==> src/rtl/pe8_pkg.sv <==
// Shared types and sizing for the 8-lane PE operand sequencer.
// Holds the FSM state encoding and the packed PE configuration word.
package pe8_pkg;
   localparam int LANES    = 8;
   localparam int DATA_W   = 32;
   localparam int SLOTS    = 2 * LANES;
   localparam int M_SEL_W  = 20;
   localparam int OP_W     = 2;
   localparam int ADDSUB_W = 2;
   localparam int ROUND_W  = 3;
   localparam int BEAT_W   = 4;
   localparam int WAIT_W   = 4;

   typedef enum logic [1:0] {
      ST_FILL  = 2'd0,
      ST_ISSUE = 2'd1,
      ST_WAIT  = 2'd2,
      ST_RESP  = 2'd3
   } state_t;

   typedef struct packed {
      logic [M_SEL_W-1:0]  m_sel;
      logic [OP_W-1:0]     op_type;
      logic [ADDSUB_W-1:0] addsub_op;
      logic                use_int;
      logic                tininess;
      logic [ROUND_W-1:0]  rounding;
   } cfg_t;
endpackage

==> src/rtl/pe8_driver_if.sv <==
// Host and PE-side signal bundle for pe8_driver.
// master is the driver's own view; slave is the host/PE environment view.
interface pe8_driver_if;
   import pe8_pkg::*;

   logic                      io_in_valid;
   logic                      io_in_ready;
   logic [DATA_W-1:0]         io_in_x;
   logic [DATA_W-1:0]         io_in_y;

   logic                      io_cfg_valid;
   logic                      io_cfg_ready;
   logic [M_SEL_W-1:0]        io_cfg_m_sel;
   logic [OP_W-1:0]           io_cfg_op_type;
   logic [ADDSUB_W-1:0]       io_cfg_addsub_op;
   logic                      io_cfg_use_int;
   logic                      io_cfg_tininess;
   logic [ROUND_W-1:0]        io_cfg_rounding;

   logic [SLOTS*DATA_W-1:0]   io_pe_x;
   logic [SLOTS*DATA_W-1:0]   io_pe_y;
   logic [M_SEL_W-1:0]        io_pe_m_sel;
   logic [OP_W-1:0]           io_pe_op_type;
   logic [ADDSUB_W-1:0]       io_pe_addsub_op;
   logic                      io_pe_use_int;
   logic                      io_pe_tininess;
   logic [ROUND_W-1:0]        io_pe_rounding;
   logic                      io_pe_issue;
   logic [DATA_W-1:0]         io_pe_out_0;
   logic [DATA_W-1:0]         io_pe_out_1;

   logic                      io_res_valid;
   logic                      io_res_ready;
   logic [DATA_W-1:0]         io_res_0;
   logic [DATA_W-1:0]         io_res_1;
   logic                      io_busy;

   modport master (
      input  io_in_valid, io_in_x, io_in_y,
      input  io_cfg_valid, io_cfg_m_sel, io_cfg_op_type, io_cfg_addsub_op,
      input  io_cfg_use_int, io_cfg_tininess, io_cfg_rounding,
      input  io_pe_out_0, io_pe_out_1, io_res_ready,
      output io_in_ready, io_cfg_ready,
      output io_pe_x, io_pe_y, io_pe_m_sel, io_pe_op_type, io_pe_addsub_op,
      output io_pe_use_int, io_pe_tininess, io_pe_rounding, io_pe_issue,
      output io_res_valid, io_res_0, io_res_1, io_busy
   );

   modport slave (
      output io_in_valid, io_in_x, io_in_y,
      output io_cfg_valid, io_cfg_m_sel, io_cfg_op_type, io_cfg_addsub_op,
      output io_cfg_use_int, io_cfg_tininess, io_cfg_rounding,
      output io_pe_out_0, io_pe_out_1, io_res_ready,
      input  io_in_ready, io_cfg_ready,
      input  io_pe_x, io_pe_y, io_pe_m_sel, io_pe_op_type, io_pe_addsub_op,
      input  io_pe_use_int, io_pe_tininess, io_pe_rounding, io_pe_issue,
      input  io_res_valid, io_res_0, io_res_1, io_busy
   );
endinterface

==> src/rtl/pe8_operand_buffer.sv <==
// 16-slot X/Y operand store; slot k holds lane k>>1, input k&1.
// Outputs are the flat packed operand buses presented to the PE.
module pe8_operand_buffer
   import pe8_pkg::*;
(
   input  logic                    i_clock,
   input  logic                    i_reset,
   input  logic                    i_wr_en,
   input  logic [BEAT_W-1:0]       i_wr_idx,
   input  logic [DATA_W-1:0]       i_x,
   input  logic [DATA_W-1:0]       i_y,
   output logic [SLOTS*DATA_W-1:0] o_x,
   output logic [SLOTS*DATA_W-1:0] o_y
);

   for (genvar gi = 0; gi < SLOTS; gi++) begin : g_slot
      logic [DATA_W-1:0] r_x;
      logic [DATA_W-1:0] r_y;
      logic              w_sel;

      assign w_sel = i_wr_en && (i_wr_idx == BEAT_W'(gi));

      always_ff @(posedge i_clock) begin
         if (i_reset) begin
            r_x <= '0;
            r_y <= '0;
         end else if (w_sel) begin
            r_x <= i_x;
            r_y <= i_y;
         end
      end

      assign o_x[gi*DATA_W +: DATA_W] = r_x;
      assign o_y[gi*DATA_W +: DATA_W] = r_y;
   end

endmodule

==> src/rtl/pe8_driver.sv <==
// Operand sequencer / result collector for the 8-lane PE: fills one job,
// issues it, waits the fixed PE latency, then returns both results.
module pe8_driver
   import pe8_pkg::*;
#(
   parameter int PE_LATENCY = 4
)(
   input  logic         clock,
   input  logic         reset,
   pe8_driver_if.master bus
);

   localparam logic [WAIT_W-1:0] WAIT_LAST = WAIT_W'(PE_LATENCY - 1);
   localparam logic [BEAT_W-1:0] BEAT_LAST = BEAT_W'(SLOTS - 1);

   state_t              r_state;
   state_t              w_state_next;
   logic [BEAT_W-1:0]   r_beat_cnt;
   logic [WAIT_W-1:0]   r_wait_cnt;
   cfg_t                r_cfg;
   cfg_t                w_cfg_in;
   logic [DATA_W-1:0]   r_res_0;
   logic [DATA_W-1:0]   r_res_1;

   logic                w_in_ready;
   logic                w_cfg_ready;
   logic                w_beat_acc;
   logic                w_cfg_acc;
   logic                w_last_beat;
   logic                w_wait_done;
   logic                w_issue;
   logic                w_res_valid;
   logic                w_busy;

   assign w_in_ready  = (r_state == ST_FILL);
   assign w_cfg_ready = w_in_ready && (r_beat_cnt == '0);
   assign w_beat_acc  = bus.io_in_valid && w_in_ready;
   assign w_cfg_acc   = bus.io_cfg_valid && w_cfg_ready;
   assign w_last_beat = w_beat_acc && (r_beat_cnt == BEAT_LAST);
   assign w_wait_done = (r_state == ST_WAIT) && (r_wait_cnt == WAIT_LAST);

   assign w_cfg_in = {bus.io_cfg_m_sel, bus.io_cfg_op_type, bus.io_cfg_addsub_op,
                      bus.io_cfg_use_int, bus.io_cfg_tininess, bus.io_cfg_rounding};

   always_ff @(posedge clock) begin
      if (reset) begin
         r_state <= ST_FILL;
      end else begin
         r_state <= w_state_next;
      end
   end

   always_comb begin
      w_state_next = r_state;
      w_issue      = 1'b0;
      w_res_valid  = 1'b0;
      w_busy       = 1'b0;
      case (r_state)
         ST_FILL: begin
            if (w_last_beat) begin
               w_state_next = ST_ISSUE;
            end
         end
         ST_ISSUE: begin
            w_issue      = 1'b1;
            w_busy       = 1'b1;
            w_state_next = ST_WAIT;
         end
         ST_WAIT: begin
            w_busy = 1'b1;
            if (w_wait_done) begin
               w_state_next = ST_RESP;
            end
         end
         ST_RESP: begin
            w_busy      = 1'b1;
            w_res_valid = 1'b1;
            if (bus.io_res_ready) begin
               w_state_next = ST_FILL;
            end
         end
         default: begin
            w_state_next = ST_FILL;
         end
      endcase
   end

   // Beat counter wraps 15 -> 0 on the last beat, so each job starts at slot 0.
   always_ff @(posedge clock) begin
      if (reset) begin
         r_beat_cnt <= '0;
         r_wait_cnt <= '0;
      end else begin
         if (w_beat_acc) begin
            r_beat_cnt <= r_beat_cnt + BEAT_W'(1);
         end
         if (r_state == ST_ISSUE) begin
            r_wait_cnt <= '0;
         end else if (r_state == ST_WAIT) begin
            r_wait_cnt <= r_wait_cnt + WAIT_W'(1);
         end
      end
   end

   always_ff @(posedge clock) begin
      if (reset) begin
         r_cfg <= '0;
      end else if (w_cfg_acc) begin
         r_cfg <= w_cfg_in;
      end
   end

   always_ff @(posedge clock) begin
      if (reset) begin
         r_res_0 <= '0;
         r_res_1 <= '0;
      end else if (w_wait_done) begin
         r_res_0 <= bus.io_pe_out_0;
         r_res_1 <= bus.io_pe_out_1;
      end
   end

   pe8_operand_buffer u_operand_buffer (
      .i_clock  (clock),
      .i_reset  (reset),
      .i_wr_en  (w_beat_acc),
      .i_wr_idx (r_beat_cnt),
      .i_x      (bus.io_in_x),
      .i_y      (bus.io_in_y),
      .o_x      (bus.io_pe_x),
      .o_y      (bus.io_pe_y)
   );

   assign bus.io_in_ready     = w_in_ready;
   assign bus.io_cfg_ready    = w_cfg_ready;
   assign bus.io_pe_m_sel     = r_cfg.m_sel;
   assign bus.io_pe_op_type   = r_cfg.op_type;
   assign bus.io_pe_addsub_op = r_cfg.addsub_op;
   assign bus.io_pe_use_int   = r_cfg.use_int;
   assign bus.io_pe_tininess  = r_cfg.tininess;
   assign bus.io_pe_rounding  = r_cfg.rounding;
   assign bus.io_pe_issue     = w_issue;
   assign bus.io_res_valid    = w_res_valid;
   assign bus.io_res_0        = r_res_0;
   assign bus.io_res_1        = r_res_1;
   assign bus.io_busy         = w_busy;

endmodule
==> src/flat_wrapper.sv <==
// flat-port wrapper written by rule: the top's interface ports become plain ports
module pe8_driver_flat import pe8_pkg::*;
#(
   parameter int PE_LATENCY = 4
)
  (clock, reset, bus_io_in_valid, bus_io_in_x, bus_io_in_y, bus_io_cfg_valid, bus_io_cfg_m_sel, bus_io_cfg_op_type, bus_io_cfg_addsub_op, bus_io_cfg_use_int, bus_io_cfg_tininess, bus_io_cfg_rounding, bus_io_pe_out_0, bus_io_pe_out_1, bus_io_res_ready, bus_io_in_ready, bus_io_cfg_ready, bus_io_pe_x, bus_io_pe_y, bus_io_pe_m_sel, bus_io_pe_op_type, bus_io_pe_addsub_op, bus_io_pe_use_int, bus_io_pe_tininess, bus_io_pe_rounding, bus_io_pe_issue, bus_io_res_valid, bus_io_res_0, bus_io_res_1, bus_io_busy);
  pe8_driver_if bus_i ();
  input  logic clock;
  input  logic reset;
  input wire logic [$bits(bus_i.io_in_valid)-1:0] bus_io_in_valid;
  input wire logic [$bits(bus_i.io_in_x)-1:0] bus_io_in_x;
  input wire logic [$bits(bus_i.io_in_y)-1:0] bus_io_in_y;
  input wire logic [$bits(bus_i.io_cfg_valid)-1:0] bus_io_cfg_valid;
  input wire logic [$bits(bus_i.io_cfg_m_sel)-1:0] bus_io_cfg_m_sel;
  input wire logic [$bits(bus_i.io_cfg_op_type)-1:0] bus_io_cfg_op_type;
  input wire logic [$bits(bus_i.io_cfg_addsub_op)-1:0] bus_io_cfg_addsub_op;
  input wire logic [$bits(bus_i.io_cfg_use_int)-1:0] bus_io_cfg_use_int;
  input wire logic [$bits(bus_i.io_cfg_tininess)-1:0] bus_io_cfg_tininess;
  input wire logic [$bits(bus_i.io_cfg_rounding)-1:0] bus_io_cfg_rounding;
  input wire logic [$bits(bus_i.io_pe_out_0)-1:0] bus_io_pe_out_0;
  input wire logic [$bits(bus_i.io_pe_out_1)-1:0] bus_io_pe_out_1;
  input wire logic [$bits(bus_i.io_res_ready)-1:0] bus_io_res_ready;
  output wire logic [$bits(bus_i.io_in_ready)-1:0] bus_io_in_ready;
  output wire logic [$bits(bus_i.io_cfg_ready)-1:0] bus_io_cfg_ready;
  output wire logic [$bits(bus_i.io_pe_x)-1:0] bus_io_pe_x;
  output wire logic [$bits(bus_i.io_pe_y)-1:0] bus_io_pe_y;
  output wire logic [$bits(bus_i.io_pe_m_sel)-1:0] bus_io_pe_m_sel;
  output wire logic [$bits(bus_i.io_pe_op_type)-1:0] bus_io_pe_op_type;
  output wire logic [$bits(bus_i.io_pe_addsub_op)-1:0] bus_io_pe_addsub_op;
  output wire logic [$bits(bus_i.io_pe_use_int)-1:0] bus_io_pe_use_int;
  output wire logic [$bits(bus_i.io_pe_tininess)-1:0] bus_io_pe_tininess;
  output wire logic [$bits(bus_i.io_pe_rounding)-1:0] bus_io_pe_rounding;
  output wire logic [$bits(bus_i.io_pe_issue)-1:0] bus_io_pe_issue;
  output wire logic [$bits(bus_i.io_res_valid)-1:0] bus_io_res_valid;
  output wire logic [$bits(bus_i.io_res_0)-1:0] bus_io_res_0;
  output wire logic [$bits(bus_i.io_res_1)-1:0] bus_io_res_1;
  output wire logic [$bits(bus_i.io_busy)-1:0] bus_io_busy;
  assign bus_i.io_in_valid = bus_io_in_valid;
  assign bus_i.io_in_x = bus_io_in_x;
  assign bus_i.io_in_y = bus_io_in_y;
  assign bus_i.io_cfg_valid = bus_io_cfg_valid;
  assign bus_i.io_cfg_m_sel = bus_io_cfg_m_sel;
  assign bus_i.io_cfg_op_type = bus_io_cfg_op_type;
  assign bus_i.io_cfg_addsub_op = bus_io_cfg_addsub_op;
  assign bus_i.io_cfg_use_int = bus_io_cfg_use_int;
  assign bus_i.io_cfg_tininess = bus_io_cfg_tininess;
  assign bus_i.io_cfg_rounding = bus_io_cfg_rounding;
  assign bus_i.io_pe_out_0 = bus_io_pe_out_0;
  assign bus_i.io_pe_out_1 = bus_io_pe_out_1;
  assign bus_i.io_res_ready = bus_io_res_ready;
  assign bus_io_in_ready = bus_i.io_in_ready;
  assign bus_io_cfg_ready = bus_i.io_cfg_ready;
  assign bus_io_pe_x = bus_i.io_pe_x;
  assign bus_io_pe_y = bus_i.io_pe_y;
  assign bus_io_pe_m_sel = bus_i.io_pe_m_sel;
  assign bus_io_pe_op_type = bus_i.io_pe_op_type;
  assign bus_io_pe_addsub_op = bus_i.io_pe_addsub_op;
  assign bus_io_pe_use_int = bus_i.io_pe_use_int;
  assign bus_io_pe_tininess = bus_i.io_pe_tininess;
  assign bus_io_pe_rounding = bus_i.io_pe_rounding;
  assign bus_io_pe_issue = bus_i.io_pe_issue;
  assign bus_io_res_valid = bus_i.io_res_valid;
  assign bus_io_res_0 = bus_i.io_res_0;
  assign bus_io_res_1 = bus_i.io_res_1;
  assign bus_io_busy = bus_i.io_busy;
  pe8_driver #(.PE_LATENCY(PE_LATENCY)) u_core (.clock(clock), .reset(reset), .bus(bus_i));
endmodule
==> config.mk <==
export PLATFORM = sky130hd
export DESIGN_NAME = pe8_driver_flat
export DESIGN_NICKNAME = d
export VERILOG_FILES = /design/src/rtl/pe8_pkg.sv /design/src/rtl/pe8_driver_if.sv /design/src/rtl/pe8_operand_buffer.sv /design/src/rtl/pe8_driver.sv /design/src/flat_wrapper.sv
export SDC_FILE = /design/constraint.sdc
export NUM_CORES = 2
export LEC_CHECK = 0
export CAP_MARGIN = 20
export CELL_PAD_IN_SITES_DETAIL_PLACEMENT = 1
export CELL_PAD_IN_SITES_GLOBAL_PLACEMENT = 2
export CORE_AREA = 5 5 493 495
export CTS_BUF_LIST = sky130_fd_sc_hd__clkbuf_16
export DETAILED_ROUTE_END_ITERATION = 7
export DIE_AREA = 0 0 498 500
export GPL_ROUTABILITY_DRIVEN = 0
export PLACE_DENSITY_LB_ADDON = 0.1
export SLEW_MARGIN = 10
export SYNTH_ARGS = -nofsm -noshare
export SYNTH_HDL_FRONTEND = slang
export SYNTH_SLANG_ARGS = --single-unit
==> constraint.sdc <==
create_clock -name clock -period 2.6 [get_ports clock]
set_input_delay 0.65 -clock clock [delete_from_list [all_inputs] [get_ports clock]]
set_output_delay 0.65 -clock clock [all_outputs]
set_load 0.02 [all_outputs]
==> qor.csv <==
metric,value,unit
hold_start,reset,
n_fill_cell,27489,
timing.hold.ws,0.252,ns
worstRegToRegCells,6,
fin_ws,0.0755,ns
drive_gt1_frac,0.0882,
cts_tree,built,
synth_top_area_share,0.527,
yosysUniqueCellTypes,33,
p_per_area,633,nW/um2
synth_mux_area_frac,0.000468,
clockBufferDepth,3,
peakVddDrop,0.415,mV
critical_path_class,reg -> out,
synth_xor_xnor_area_share,0.00102,
start_util,0.180,
place_ws,-0.0510,ns
synth_top_family_by_area,compound AO/OA/AOI/OAI gates,
slew_viol_final,0,
yosys-top-cells-area,"dfxtp_1 (53%), a21oi_1 (13%), nand3_1 (12%), o21ai_0 (9.3%), clkbuf_1 (4.0%)",
rrSetupSlack,0.54,ns
synthAdderAreaFrac,0.00292,
fin_crit,2.52,ns
p_leak,22.1,nW
path_buf_inv,1,
h-tree-depth,4,
crit_required,1.95,ns
wl_per_cell,32.0,um
synth-seq-cells,1127,
num_rows,179,
syn-cell-area,42800,um2
setup_viol,0,
dp.final_hpwl,212000,um
yosys.area_share.simple,0.140,
hold_violations,0,
critPathLaunchType,register,
cts-root-buf,clkbuf_16,
worstHoldPathCells,2,
routed_via_density,4.80,
status,completed,
grt_pass1_wl,414000,um
multiInputGateArea,17200,um2
min_period_over_period,0.971,
max_freq,396,MHz
cts_buffers,152,
dieArea,249000,um2
grt_pass1_vias,46198,
synth.avg_cell_area,8.10,um2
rsz0062_at_grt,false,
hold_class,in -> reg,
arrival,1.87,ns
final_antenna_net_count,0,
r2r_end,u_core.bus.io_res_0[27]$_SDFFE_PP0P_,
clock_sinks,1127,
synth-compound-area-share,0.254,
finClkSkew,0.0236,ns
syn-num-nets,5456,
grt_max_degree,138,
yosys_warnings,0,
drtIter0Drc,2965,
whs_endpoint,u_core.r_beat_cnt[2]$_SDFFE_PP0P_,
die_height,500,um
crit_family,buffers and inverters,
clk_pin_slew,0.05,ns
grt-ovfl-total,0,
synth_top_area_cell,dfxtp_1,
wl,306000,um
critPathMaxFanout,2,
grt_antenna_before_repair,28,
core_area,237000,um2
io_pins,1284,
cp_cell_sequence,clkdlybuf4s50_1,
fin_nets,6482,
total_power,41.0,mW
crit_path_max_incr_delay,0.75,ns
r2r_start,u_core.r_state[0]$_SDFFE_PP0P_,
end_kind,output pin,
dr_total_vias,45945,
cap_viol_max_count,0,
synth_cells,5284,
grt.total_usage,0.233,
ff_latch_area,22600,um2
syn2layout_area_growth,51.4,%
ys_seq_area_frac,0.527,
io_buffers,1283,
worst_pin_slew,0.818,ns
drcViolationCount,0,
fp.dieW,498,um
crit_slowest_cell,clkdlybuf4s50_1,
worst_skew_pair.late_latency,0.80,ns
slew_headroom,0.455,
drt_pre_antenna_iters,5,
stage by stage:
step	utilization	cell area [um2]	setup TNS [ns]	instances
floorplan	-	42800	0	5284
global placement	0.255	60600	-0.464	9321
detailed placement	0.255	60600	-1.07	9321
CTS	0.273	64700	-0.177	9570
global route	0.273	64800	0	9574
finish	0.273	64800	0	9576
cells by family after synthesis:
group,after synthesis
compound gates,2175
simple gates,1219
flops,1127
buf+inv,746
fa+ha+maj,10
xor+xnor,5
mux,2
cell usage after synthesis (all sizes together):
cell type	instances
dfxtp	1127
a21oi	1119
nand3	1059
o21ai	1054
clkbuf	461
buf	278
nand2	132
ha	10
inv	7
nor3	5
and3	4
nand2b	4
nor2	3
nor2b	3
xnor2	3
mux2i	2
nand4	2
nand4bb	2
xor2	2
a211oi	1
a221o	1
and2	1
nor4bb	1
or2	1
or3	1
or3b	1
worst max path at each step:
stage,startpoint,endpoint,cells after the start
2_1_floorplan,u_core.r_state[0]$_SDFFE_PP0P_,bus_io_cfg_ready,5
3_3_place_gp,bus_io_in_valid,u_core.u_operand_buffer.g_slot[9].r_x[13]$_SDFFE_PP0P_,7
3_5_place_dp,bus_io_in_valid,u_core.u_operand_buffer.g_slot[1].r_x[21]$_SDFFE_PP0P_,7
4_1_cts,u_core.r_state[0]$_SDFFE_PP0P_,bus_io_cfg_ready,5
5_1_grt,u_core.u_operand_buffer.g_slot[2].r_y[19]$_SDFFE_PP0P_,bus_io_pe_y[83],1
6_report,u_core.u_operand_buffer.g_slot[3].r_x[1]$_SDFFE_PP0P_,bus_io_pe_x[97],1
timing repair:
item	4_1_cts	5_1_grt
setup buffers	0	2
hold buffers	0	0
gates resized for setup	276	18
setup endpoints to repair	253	13
flip-flops by register name, indices dropped and copies added, names as in the netlist:
| signal | cells |
|---|---|
| u_core.u_operand_buffer.g_slot.r_x | 512 |
| u_core.u_operand_buffer.g_slot.r_y | 512 |
| u_core.bus.io_res_0 | 32 |
| u_core.bus.io_res_1 | 32 |
| u_core.bus.io_pe_m_sel | 20 |
| u_core.r_beat_cnt | 4 |
| u_core.r_wait_cnt | 4 |
| u_core.bus.io_pe_rounding | 3 |
| u_core.bus.io_pe_addsub_op | 2 |
| u_core.bus.io_pe_op_type | 2 |
| u_core.r_state | 2 |
| u_core.bus.io_pe_tininess | 1 |
| u_core.bus.io_pe_use_int | 1 |
layout make-up:
class / count / area share
multi-input combinational: 3411 / 0.266
clock buffer: 156 / 0.0602
inverter: 7 / 0.000405
sequential: 1127 / 0.348
timing repair buffer: 1611 / 0.256
tap: 3167 / 0.0612
clock inverter: 93 / 0.00767
antenna: 4 / 0.000154
power by group:
group | leakage [nW] | internal (mW) | switching, mW
registers | 9.09 | 17.5 | 0.133
clock network | 2.35 | 10.9 | 8.54
logic | 10.6 | 1.22 | 2.75
worst register-to-register path: stages (launching register included):
cell	delay, ns
dfxtp_1	0.34
inv_2	0.11
ha_1	0.41
nor4bb_4	0.32
buf_12	0.29
nand2_1	0.32
a21oi_1	0.20
layer usage:
| layer | global-route usage | vias to the layer above | share of wire |
|---|---|---|---|
| met1 | 0.296 | 23588 | 0.43 |
| li1 | - | 20686 | - |
| met2 | 0.393 | 1394 | 0.48 |
| met3 | 0.0573 | 277 | 0.060 |
| met4 | 0.0666 | 0 | 0.029 |
| met5 | 0 | - | 0 |
placed cells by master, fill, tap and decap left out, drive strengths merged, types with 2 or more instances in the layout:
cell type and n:
diode 4, dlymetal6s2s 12, inv 66, nor3 5, dlygate4sd2 249, nand3 1059
nand4 2, mux2i 2, nand2 132, a21oi 1119, xor2 2, o21ai 1054
nor2 3, clkbuf 156, buf 361, nand4bb 2, nor2b 3, ha 10
dfxtp 1127, clkinv 32, nand2b 4, xnor2 3, bufinv 2, and3 4
clkdlybuf4s50 989
No activity file was read; power rests on OpenSTA's default activity.
